### src/rtl/bmd_latency_pkg.sv
// Shared widths and helpers for the BMD round-trip latency tracker.
package bmd_latency_pkg;

    localparam int CNT_W_DEF = 38;
    localparam int TAG_W_DEF = 6;
    localparam int SUM_W_DEF = 56;
    localparam int NUM_W_DEF = 32;

    // Widest accumulator the helper supports; callers cast in and out.
    localparam int SAT_W = 64;

    // Add two values and clamp at the all-ones value of a w-bit field.
    function automatic logic [SAT_W-1:0] sat_add(
        input logic [SAT_W-1:0] a,
        input logic [SAT_W-1:0] b,
        input int               w
    );
        logic [SAT_W:0] one;
        logic [SAT_W:0] lim;
        logic [SAT_W:0] s;
        one    = '0;
        one[0] = 1'b1;
        lim    = (one << w) - one;
        s      = {1'b0, a} + {1'b0, b};
        if (s > lim) begin
            s = lim;
        end
        return s[SAT_W-1:0];
    endfunction

endpackage

### src/rtl/bmd_latency_sdp_ram.sv
// Simple dual-port RAM, single clock, read-first, two registered read stages.
module bmd_latency_sdp_ram #(
    parameter int ADDR_W = 6,
    parameter int DATA_W = 38
) (
    input  logic              clk,
    input  logic              we,
    input  logic [ADDR_W-1:0] waddr,
    input  logic [DATA_W-1:0] wdata,
    input  logic              re,
    input  logic [ADDR_W-1:0] raddr,
    output logic [DATA_W-1:0] rdata
);

    localparam int DEPTH = 1 << ADDR_W;

    logic [DATA_W-1:0] mem [DEPTH];
    logic [DATA_W-1:0] rd_stage_q;
    logic [DATA_W-1:0] rd_stage_d;
    logic [DATA_W-1:0] rdata_q;
    logic [DATA_W-1:0] rdata_d;

    // The array read happens in the same cycle as a colliding write, so the
    // old contents are captured (read-first).
    always_comb begin
        rd_stage_d = rd_stage_q;
        if (re) begin
            rd_stage_d = mem[raddr];
        end
        rdata_d = rd_stage_q;
    end

    always_ff @(posedge clk) begin
        if (we) begin
            mem[waddr] <= wdata;
        end
        rd_stage_q <= rd_stage_d;
        rdata_q    <= rdata_d;
    end

    assign rdata = rdata_q;

endmodule

### src/rtl/bmd_latency_tracker.sv
// Per-tag round-trip latency tracker: stamps requests by tag, measures the
// completion latency and keeps min/max/sum/count statistics and error flags.
module bmd_latency_tracker
    import bmd_latency_pkg::*;
#(
    parameter int CNT_W         = CNT_W_DEF,
    parameter int TAG_W         = TAG_W_DEF,
    parameter int SUM_W         = SUM_W_DEF,
    parameter int NUM_W         = NUM_W_DEF,
    parameter int SAMPLE_TARGET = 0
) (
    input  logic             clk,
    input  logic             rst,
    input  logic [CNT_W-1:0] lat_cnt,
    input  logic             stats_clr,
    input  logic             stamp_vld,
    input  logic [TAG_W-1:0] stamp_tag,
    input  logic             cpl_vld,
    input  logic [TAG_W-1:0] cpl_tag,
    output logic             lat_vld,
    output logic [CNT_W-1:0] lat_data,
    output logic [CNT_W-1:0] lat_min,
    output logic [CNT_W-1:0] lat_max,
    output logic [SUM_W-1:0] lat_sum,
    output logic [NUM_W-1:0] lat_num,
    output logic             done,
    output logic             err_dup,
    output logic             err_orphan,
    output logic [TAG_W:0]   outstanding
);

    localparam int DEPTH = 1 << TAG_W;

    logic [DEPTH-1:0] valid_q, valid_d;
    logic [TAG_W:0]   outstanding_q, outstanding_d;
    logic             err_dup_q, err_dup_d;
    logic             err_orphan_q, err_orphan_d;
    logic             p1_vld_q, p1_vld_d;
    logic [CNT_W-1:0] p1_cnt_q, p1_cnt_d;
    logic             p2_vld_q, p2_vld_d;
    logic [CNT_W-1:0] p2_cnt_q, p2_cnt_d;
    logic             lat_vld_q, lat_vld_d;
    logic [CNT_W-1:0] lat_data_q, lat_data_d;
    logic [CNT_W-1:0] lat_min_q, lat_min_d;
    logic [CNT_W-1:0] lat_max_q, lat_max_d;
    logic [SUM_W-1:0] lat_sum_q, lat_sum_d;
    logic [NUM_W-1:0] lat_num_q, lat_num_d;
    logic             done_q, done_d;

    logic             clr_now;
    logic             cpl_hit;
    logic             same_tag;
    logic             stamp_inc;
    logic             ram_we;
    logic [CNT_W-1:0] ram_rdata;

    assign clr_now = rst | stats_clr;

    bmd_latency_sdp_ram #(
        .ADDR_W (TAG_W),
        .DATA_W (CNT_W)
    ) u_ram (
        .clk   (clk),
        .we    (ram_we),
        .waddr (stamp_tag),
        .wdata (lat_cnt),
        .re    (cpl_hit),
        .raddr (cpl_tag),
        .rdata (ram_rdata)
    );

    always_comb begin
        cpl_hit   = cpl_vld & valid_q[cpl_tag] & ~clr_now;
        // A stamp landing on the tag that completes this cycle restarts it
        // rather than duplicating it, so the count stays consistent.
        same_tag  = stamp_vld & cpl_hit & (stamp_tag == cpl_tag);
        stamp_inc = stamp_vld & (~valid_q[stamp_tag] | same_tag);
        ram_we    = stamp_vld & ~clr_now;

        valid_d       = valid_q;
        outstanding_d = outstanding_q;
        err_dup_d     = err_dup_q;
        err_orphan_d  = err_orphan_q;
        p1_vld_d      = cpl_hit;
        p1_cnt_d      = lat_cnt;
        p2_vld_d      = p1_vld_q;
        p2_cnt_d      = p1_cnt_q;
        lat_vld_d     = p2_vld_q;
        lat_data_d    = lat_data_q;
        lat_min_d     = lat_min_q;
        lat_max_d     = lat_max_q;
        lat_sum_d     = lat_sum_q;
        lat_num_d     = lat_num_q;
        done_d        = done_q;

        if (cpl_hit) begin
            valid_d[cpl_tag] = 1'b0;
        end
        if (cpl_vld && !valid_q[cpl_tag]) begin
            err_orphan_d = 1'b1;
        end
        if (stamp_vld) begin
            valid_d[stamp_tag] = 1'b1;
            if (valid_q[stamp_tag] && !same_tag) begin
                err_dup_d = 1'b1;
            end
        end
        outstanding_d = outstanding_q + {{TAG_W{1'b0}}, stamp_inc}
                                      - {{TAG_W{1'b0}}, cpl_hit};

        // Modular subtraction absorbs a counter wrap between stamp and completion.
        if (p2_vld_q) begin
            lat_data_d = p2_cnt_q - ram_rdata;
        end

        if (lat_vld_q && !done_q) begin
            lat_num_d = NUM_W'(sat_add(SAT_W'(lat_num_q), SAT_W'(1), NUM_W));
            lat_sum_d = SUM_W'(sat_add(SAT_W'(lat_sum_q), SAT_W'(lat_data_q), SUM_W));
            if (lat_data_q < lat_min_q) begin
                lat_min_d = lat_data_q;
            end
            if (lat_data_q > lat_max_q) begin
                lat_max_d = lat_data_q;
            end
            done_d = (SAMPLE_TARGET != 0) && (lat_num_d == NUM_W'(SAMPLE_TARGET));
        end

        if (stats_clr) begin
            valid_d       = '0;
            outstanding_d = '0;
            err_dup_d     = 1'b0;
            err_orphan_d  = 1'b0;
            p1_vld_d      = 1'b0;
            p2_vld_d      = 1'b0;
            lat_vld_d     = 1'b0;
            lat_data_d    = '0;
            lat_min_d     = '1;
            lat_max_d     = '0;
            lat_sum_d     = '0;
            lat_num_d     = '0;
            done_d        = 1'b0;
        end
    end

    always_ff @(posedge clk) begin
        if (rst) begin
            valid_q       <= '0;
            outstanding_q <= '0;
            err_dup_q     <= 1'b0;
            err_orphan_q  <= 1'b0;
            p1_vld_q      <= 1'b0;
            p1_cnt_q      <= '0;
            p2_vld_q      <= 1'b0;
            p2_cnt_q      <= '0;
            lat_vld_q     <= 1'b0;
            lat_data_q    <= '0;
            lat_min_q     <= '1;
            lat_max_q     <= '0;
            lat_sum_q     <= '0;
            lat_num_q     <= '0;
            done_q        <= 1'b0;
        end else begin
            valid_q       <= valid_d;
            outstanding_q <= outstanding_d;
            err_dup_q     <= err_dup_d;
            err_orphan_q  <= err_orphan_d;
            p1_vld_q      <= p1_vld_d;
            p1_cnt_q      <= p1_cnt_d;
            p2_vld_q      <= p2_vld_d;
            p2_cnt_q      <= p2_cnt_d;
            lat_vld_q     <= lat_vld_d;
            lat_data_q    <= lat_data_d;
            lat_min_q     <= lat_min_d;
            lat_max_q     <= lat_max_d;
            lat_sum_q     <= lat_sum_d;
            lat_num_q     <= lat_num_d;
            done_q        <= done_d;
        end
    end

    assign lat_vld     = lat_vld_q;
    assign lat_data    = lat_data_q;
    assign lat_min     = lat_min_q;
    assign lat_max     = lat_max_q;
    assign lat_sum     = lat_sum_q;
    assign lat_num     = lat_num_q;
    assign done        = done_q;
    assign err_dup     = err_dup_q;
    assign err_orphan  = err_orphan_q;
    assign outstanding = outstanding_q;

endmodule

### config.mk
export PLATFORM = sky130hd
export DESIGN_NAME = bmd_latency_tracker
export DESIGN_NICKNAME = d
export VERILOG_FILES = /design/src/rtl/bmd_latency_pkg.sv /design/src/rtl/bmd_latency_sdp_ram.sv /design/src/rtl/bmd_latency_tracker.sv
export SDC_FILE = /design/constraint.sdc
export NUM_CORES = 2
export LEC_CHECK = 0
export ABC_AREA = 1
export CAP_MARGIN = 30
export CORE_MARGIN = 2
export CORE_UTILIZATION = 39
export CTS_CLUSTER_SIZE = 20
export DETAILED_ROUTE_END_ITERATION = 12
export SLEW_MARGIN = 10
export SYNTH_ARGS = -nofsm -noshare
export SYNTH_HDL_FRONTEND = slang
export SYNTH_SLANG_ARGS = --single-unit
### constraint.sdc
create_clock -name clk -period 7.4 [get_ports clk]
set_input_delay 1.11 -clock clk [delete_from_list [all_inputs] [get_ports clk]]
set_output_delay 1.11 -clock clk [all_outputs]
set_load 0.005 [all_outputs]
# Word-level counts from Yosys, hierarchy flattened
# Memories as Yosys holds them, arrays and structs flattened. A register that Yosys moved wholly into a read port is not among the register bits.
# Cells that the tools add are included.
[word_totals]
regBits = 392
ramBits = 2432
input_bits = 55
out_inout_bits = 213
elab_cells = 67
n_memories = 1
[mem_list]
columns = ["name", "words", "width", "rd", "rd_clocked_by_memory_dff", "write_ports", "line_no", "text"]
rows = [
  ["u_ram.mem", 64, 38, 1, 1, 1, "bmd_latency_sdp_ram.sv:17", "logic [DATA_W-1:0] mem [DEPTH];"],
]
[op_classes]
addsub = 5
n_lt_le_gt_ge = 8
n_eq_ne = 1
mux = 14
bitwise_logic = 13
reduce_logical = 10
[ops]
columns = ["op", "n"]
rows = [
  ["64-bit two-way mux", 2],
  ["64-bit AND", 1],
  ["64-bit inverter", 1],
  ["64-bit OR", 1],
  ["56-bit by 38-bit adder with 57-bit output", 1],
  ["57-bit by 56-bit greater-than comparator with 1-bit output (second input constant)", 1],
  ["56-bit two-way mux", 1],
  ["38-bit greater-than comparator", 1],
  ["38-bit < comparator", 1],
  ["38-bit subtractor", 1],
  ["32-bit by 1-bit adder with 33-bit output (second input constant)", 1],
  ["33-bit by 32-bit greater-than comparator with 1-bit output (second input constant)", 1],
  ["32-bit two-way mux", 1],
  ["6-bit by 7-bit < comparator with 1-bit output (second input constant)", 2],
  ["1-bit binary-select mux with 6-bit select", 2],
  ["1-bit demux with 6-bit select", 2],
  ["6-bit by 1-bit >= comparator with 1-bit output (second input constant)", 2],
  ["7-bit by 1-bit adder with 7-bit output", 1],
  ["7-bit by 1-bit subtractor with 7-bit output", 1],
  ["1-bit AND", 6],
  ["6-bit == test", 1],
  ["1-bit two-way mux", 6],
  ["2-bit AND reduction", 3],
  ["1-bit logical AND", 4],
  ["4 further kinds", 7],
]

# Depth between registers and ports, before layout
[depth]
ltp_word = 10
ltp_mapped = 29
mapped_depth_nobuf = 27

# By module
# A second synthesis with hierarchy kept.
[hier_totals]
hier_cells = 11704
area_unflattened_um2 = 122211.0
[by_module_without_submodules]
columns = ["module", "instances", "cells_per_inst", "area_per_inst_um2", "seq_area_each_um2"]
rows = [
  ["bmd_latency_sdp_ram", 1, 8065, 99027.5, 74931.9],
  ["bmd_latency_tracker", 1, 3639, 23183.5, 7086.8],
]

# Least setup slack after synthesis
# No wires, ideal clock.
[synth_timing]
kind = "input to register"
startpoint = "input port cpl_tag[1]"
endpoint = "register outstanding_q[6] (netlist: outstanding[6])"
setup_time_ns = 0.122
arrival_time_ns = 5.932
t_required_ns = 7.278
slack_ns = 1.345
path_stages = 27
path_buffers = 3
cell_sequence = "buf_4 -> inv_2 -> nand3_4 -> inv_2 -> buf_2 -> nand2_1 -> nand2_1 -> a21oi_1 -> a31oi_1 -> nor3_1 -> nand2_1 -> buf_2 -> nand2_1 -> nor2_1 -> ha_1 -> inv_1 -> ha_1 -> inv_1 -> fa_1 -> o31ai_1 -> nand2_1 -> inv_1 -> nor2_1 -> inv_1 -> a21oi_1 -> o21ai_0 -> a21oi_1"
[synth_via]
elab_chain_cells = 10
elab_cells_between_ends = 11
classes_between = "2 x add/sub; 1 x eq/ne; 2 x mux; 6 x bitwise"
[synth_rtl]
columns = ["item", "line_no", "text"]
rows = [
  ["start: declaration", "bmd_latency_tracker.sv:19", "input logic [TAG_W-1:0] cpl_tag,"],
  ["1-bit binary-select mux with 6-bit select (*)", "bmd_latency_tracker.sv:73", "cpl_hit = cpl_vld & valid_q[cpl_tag] & ~clr_now;"],
  ["1-bit two-way mux (implied by the code) (*)", "bmd_latency_tracker.sv:73", ""],
  ["1-bit AND (*) (2 in a row)", "bmd_latency_tracker.sv:73", ""],
  ["net cpl_hit", "bmd_latency_tracker.sv:51", "logic cpl_hit;"],
  ["1-bit AND (2 in a row)", "bmd_latency_tracker.sv:76", "same_tag = stamp_vld & cpl_hit & (stamp_tag == cpl_tag);"],
  ["1-bit OR", "bmd_latency_tracker.sv:77", "stamp_inc = stamp_vld & (~valid_q[stamp_tag] | same_tag);"],
  ["1-bit AND", "bmd_latency_tracker.sv:77", ""],
  ["7-bit by 1-bit adder with 7-bit output", "bmd_latency_tracker.sv:108", "outstanding_d = outstanding_q + {{TAG_W{1'b0}}, stamp_inc}"],
  ["7-bit by 1-bit subtractor with 7-bit output (*)", "bmd_latency_tracker.sv:109", "- {{TAG_W{1'b0}}, cpl_hit};"],
  ["end signal: assignment", "bmd_latency_tracker.sv:164", "outstanding_q <= outstanding_d;"],
  ["end: declaration", "bmd_latency_tracker.sv:35", "logic [TAG_W:0] outstanding_q, outstanding_d;"],
]
# Mark *: on every way through the listed nets, which the timed path passes. The rest lies on a longest branch. The select of a mux whose other input is x is not followed.
# A chain may end at the register's enable or synchronous reset.

# Worst setup path after layout
[layout_timing]
startpoint = "input port cpl_tag[2]"
endpoint = "register outstanding_q[6] (netlist: outstanding[6])"
[layout_via]
elab_chain_cells = 10
elab_cells_between_ends = 11
classes_between = "2 x add/sub; 1 x eq/ne; 2 x mux; 6 x bitwise"
[layout_rtl]
columns = ["item", "line_no"]
rows = [
  ["1-bit binary-select mux with 6-bit select", "bmd_latency_tracker.sv:73"],
  ["1-bit two-way mux (implied by the code)", "bmd_latency_tracker.sv:73"],
  ["1-bit AND (2 in a row)", "bmd_latency_tracker.sv:73"],
  ["1-bit AND (2 in a row)", "bmd_latency_tracker.sv:76"],
  ["1-bit OR", "bmd_latency_tracker.sv:77"],
  ["1-bit AND", "bmd_latency_tracker.sv:77"],
  ["7-bit by 1-bit adder with 7-bit output", "bmd_latency_tracker.sv:108"],
  ["7-bit by 1-bit subtractor with 7-bit output (*)", "bmd_latency_tracker.sv:109"],
]
# Mark *: on every way between the ends. The rest lies on a longest branch, timed or not. The select of a mux whose other input is x is not followed.

==> results_dict.tcl <==
set metrics [dict create \
    placement.io_buffers 266 \
    worst_path_most_repeated_cell "nand2_1" \
    ys_seq_area_share_pct 71.8 \
    rsz0062_at_grt "no" \
    routed.top_layer "met5" \
    fin_hold_ws_ps 349 \
    maxSlewViolCount 0 \
    start_util_pct 39.2 \
    slowest_stage "clkdlybuf4s50_1" \
    cts_buffers 306 \
    clkTransAtPathRegs_ps 60 \
    tritoncts "yes" \
    endpoint_kind "flip-flop" \
    hold_depth 0 \
    rrSetupSlack_ps 3680 \
    avgSynthCellArea_um2 12.6 \
    worst_ep_arrival_time_ps 5680 \
    start_kind "input port" \
    grt_overflow_total 0 \
    power.switching_uw 7380 \
    coreArea_um2 291000 \
    r2r_cells 11 \
    grt_first_pass_wirelength_um 567000 \
    mostFrequentLayoutCells "2470 x edfxtp_1, 1736 x nand2_1, 786 x inv_1" \
    gp_congestion 0.918 \
    netlist_top_cells_area "edfxtp_1 65%, dfxtp_1 6.9%, nand2_1 5.7%" \
    die_h_um 545 \
    hold_class "flip-flop to flip-flop" \
    ios 268 \
    met1_length_um 163000 \
    setup_tns_ps 0 \
    synth_top_cell_area_share_pct 64.9 \
    maxCapViolations 0 \
    combPwrFrac_pct 3.9 \
    r2r-start "lat_data[23]$_SDFFE_PP0P_" \
    period_share_pct 67.3 \
    syn_area_um2 114000 \
    via_per_inst 5.79 \
    ys_types 60 \
    finalHoldViolCount 0 \
    drt-total-wl_um 405000 \
    hpwl_um 249000 \
    worst_pin_slew_ps 1140 \
    pwr-share-clk_pct 44.5 \
    die_w_um 545 \
    synth-seq-cells 2862 \
    clock_path_buffers 4 \
    dieArea_um2 297000 \
    drtIter0Drc 10378 \
    min_period_ps 4980 \
    hp-start "u_ram.rd_stage_q[22]$_DFFE_PN_" \
    grt_start_max_net_pins 130 \
    first_global_vias 74868 \
    fmax_ghz 0.201 \
    postCtsHoldBufs 0 \
    reg2reg_to "lat_sum[45]$_SDFFE_PP0P_" \
    syn_to_final_growth_pct 16.4 \
    route.met2.wl_um 187000 \
    cts-resized-gates 0 \
    antenna_found_initial 21 \
    cts-root-buf "clkbuf_16" \
    internal_power_uw 26700 \
    async_flop_share_pct 0 \
    grt_use_total_pct 26.3 \
    num_vias 78926 \
    synth-edff-count 2470 \
    multiInputGateArea_um2 28000 \
    cts.htree.levels 5 \
    route.detailed.drc 0 \
    yosys_warnings 0 \
    firstDrtPassIters 6 \
    final-seq-area_um2 82000 \
    fillerInstances 26113 \
    finClkSkew_ps 90.7 \
    max_slew_margin_pct 24.2 \
    wl_per_cell_um 29.7 \
    synth_fp_nets 9305 \
    cp.required_ps 8100 \
    p_seq_share_pct 51.5 \
    path_class "input port to flip-flop" \
    slowest_delay_ps 600 \
    outcome "completed" \
    finalSetupViolations 0 \
    cts.sinks 2862 \
    swShare_pct 21.6 \
    num_rows 198 \
    final_common_cell "edfxtp_1" \
    post-synth-top-area-cell "edfxtp_1" \
    cts_setup_buffers 0 \
    ir_worst_vdd_v 0.000241 \
    synth_cells 9088 \
    num-nets-final 9704 \
    p_leak_uw 0.0458 \
    cp_max_fo 27 \
    cellPowerDensity_nw_per_um2 256 \
    insertion_delay_ps 900 \
    wl_met3_um 38000 \
    ant_nets 0 \
    hold_path_end "u_ram.rdata[22]$_DFF_P_" \
    crit_start "cpl_tag[2]" \
    synth-main-ff-cell "edfxtp_1" \
    drive_gt1_share_pct 9.27 \
]
-- worst max path at each step --
stage / to
floorplan: outstanding[6]$_SDFF_PP0_
global placement: outstanding[6]$_SDFF_PP0_
detailed placement: outstanding[6]$_SDFF_PP0_
CTS: outstanding[6]$_SDFF_PP0_
global route: outstanding[6]$_SDFF_PP0_
finish: outstanding[6]$_SDFF_PP0_
-- metal layers --
| layer | up-vias | track usage [%] |
|---|---|---|
| li1 | 34000 | - |
| met1 | 39762 | 35.9 |
| met2 | 4364 | 42.1 |
| met3 | 786 | 4.51 |
| met4 | 14 | 9.75 |
| met5 | - | 0 |
-- flip-flops by register name (all words and copies together), names as in the netlist, 7 cells and up --
name and flops:
p2_cnt_q 38, lat_min 38, valid_q 64, u_ram.rd_stage_q 38, u_ram.mem 2432, p1_cnt_q 38, lat_sum 56, lat_data 38
outstanding 7, lat_max 38, u_ram.rdata 38, lat_num 32
-- cell usage after synthesis (all sizes together) (32+ instances only) --
library cell	count
a21oi	307
a221oi	258
a22o	113
a22oi	413
a31oi	54
buf	201
clkbuf	229
dfxtp	392
edfxtp	2470
ha	159
inv	802
nand2	1745
nand3	373
nand4	340
nor2	621
nor3	56
o211ai	50
o21ai	232
o2bb2ai	55
xnor2	32
xor2	35
-- area by class of cell --
type	instances	area share (%)
Sequential cell	2862	61.6
Antenna cell	7	0.0132
Inverter	810	2.33
Clock inverter	159	1.24
Multi-Input combinational cell	4986	21.0
Clock buffer	380	6.11
Tap cell	3900	3.67
Timing Repair Buffer	521	3.99
-- power by group through the flow --
stage / combinational (µW) / clock (µW) / sequential, µW
finish: 1340 / 15200 / 17600
floorplan: 623 / 0 / 17900
global placement: 1280 / 0 / 17900
CTS: 1310 / 15300 / 17600
detailed placement: 1310 / 0 / 17900
global route: 1420 / 15900 / 17600
-- per-stage QoR --
| stage | instance area, µm² | utilization, % | power, µW | setup slack, ps | std cells |
|---|---|---|---|---|---|
| final | 133000 | 45.7 | 34100 | 2420 | 13625 |
| after global routing | 133000 | 45.7 | 34900 | 2080 | 13620 |
| after floorplan | 114000 | - | 18500 | 1350 | 9088 |
| after CTS | 133000 | 45.6 | 34300 | 2460 | 13605 |
| after detailed placement | 123000 | 42.2 | 19200 | 1580 | 13066 |
| after global placement | 122000 | 42.0 | 19200 | 1240 | 13032 |
-- critical path, delay by kind of cell --
family / cells / cell delay, ps
buffers and inverters: 8 / 1550
and+or+nand+nor: 13 / 1510
adders and majority gates: 3 / 890
AOI/OAI and AO/OA: 4 / 620
-- cells by family after synthesis --
| logic type | count (synthesis) | share of synthesized area [%] |
|---|---|---|
| other | 1 | 0.00328 |
| buffers and inverters | 1240 | 4.28 |
| DFF | 2862 | 71.8 |
| xor gates and xnor gates | 67 | 0.527 |
| adders and majority gates | 162 | 1.79 |
| AOI/OAI and AO/OA | 1575 | 9.57 |
| and+or+nand+nor | 3181 | 12.0 |
Note: power is estimated with default switching activity, not from simulation.
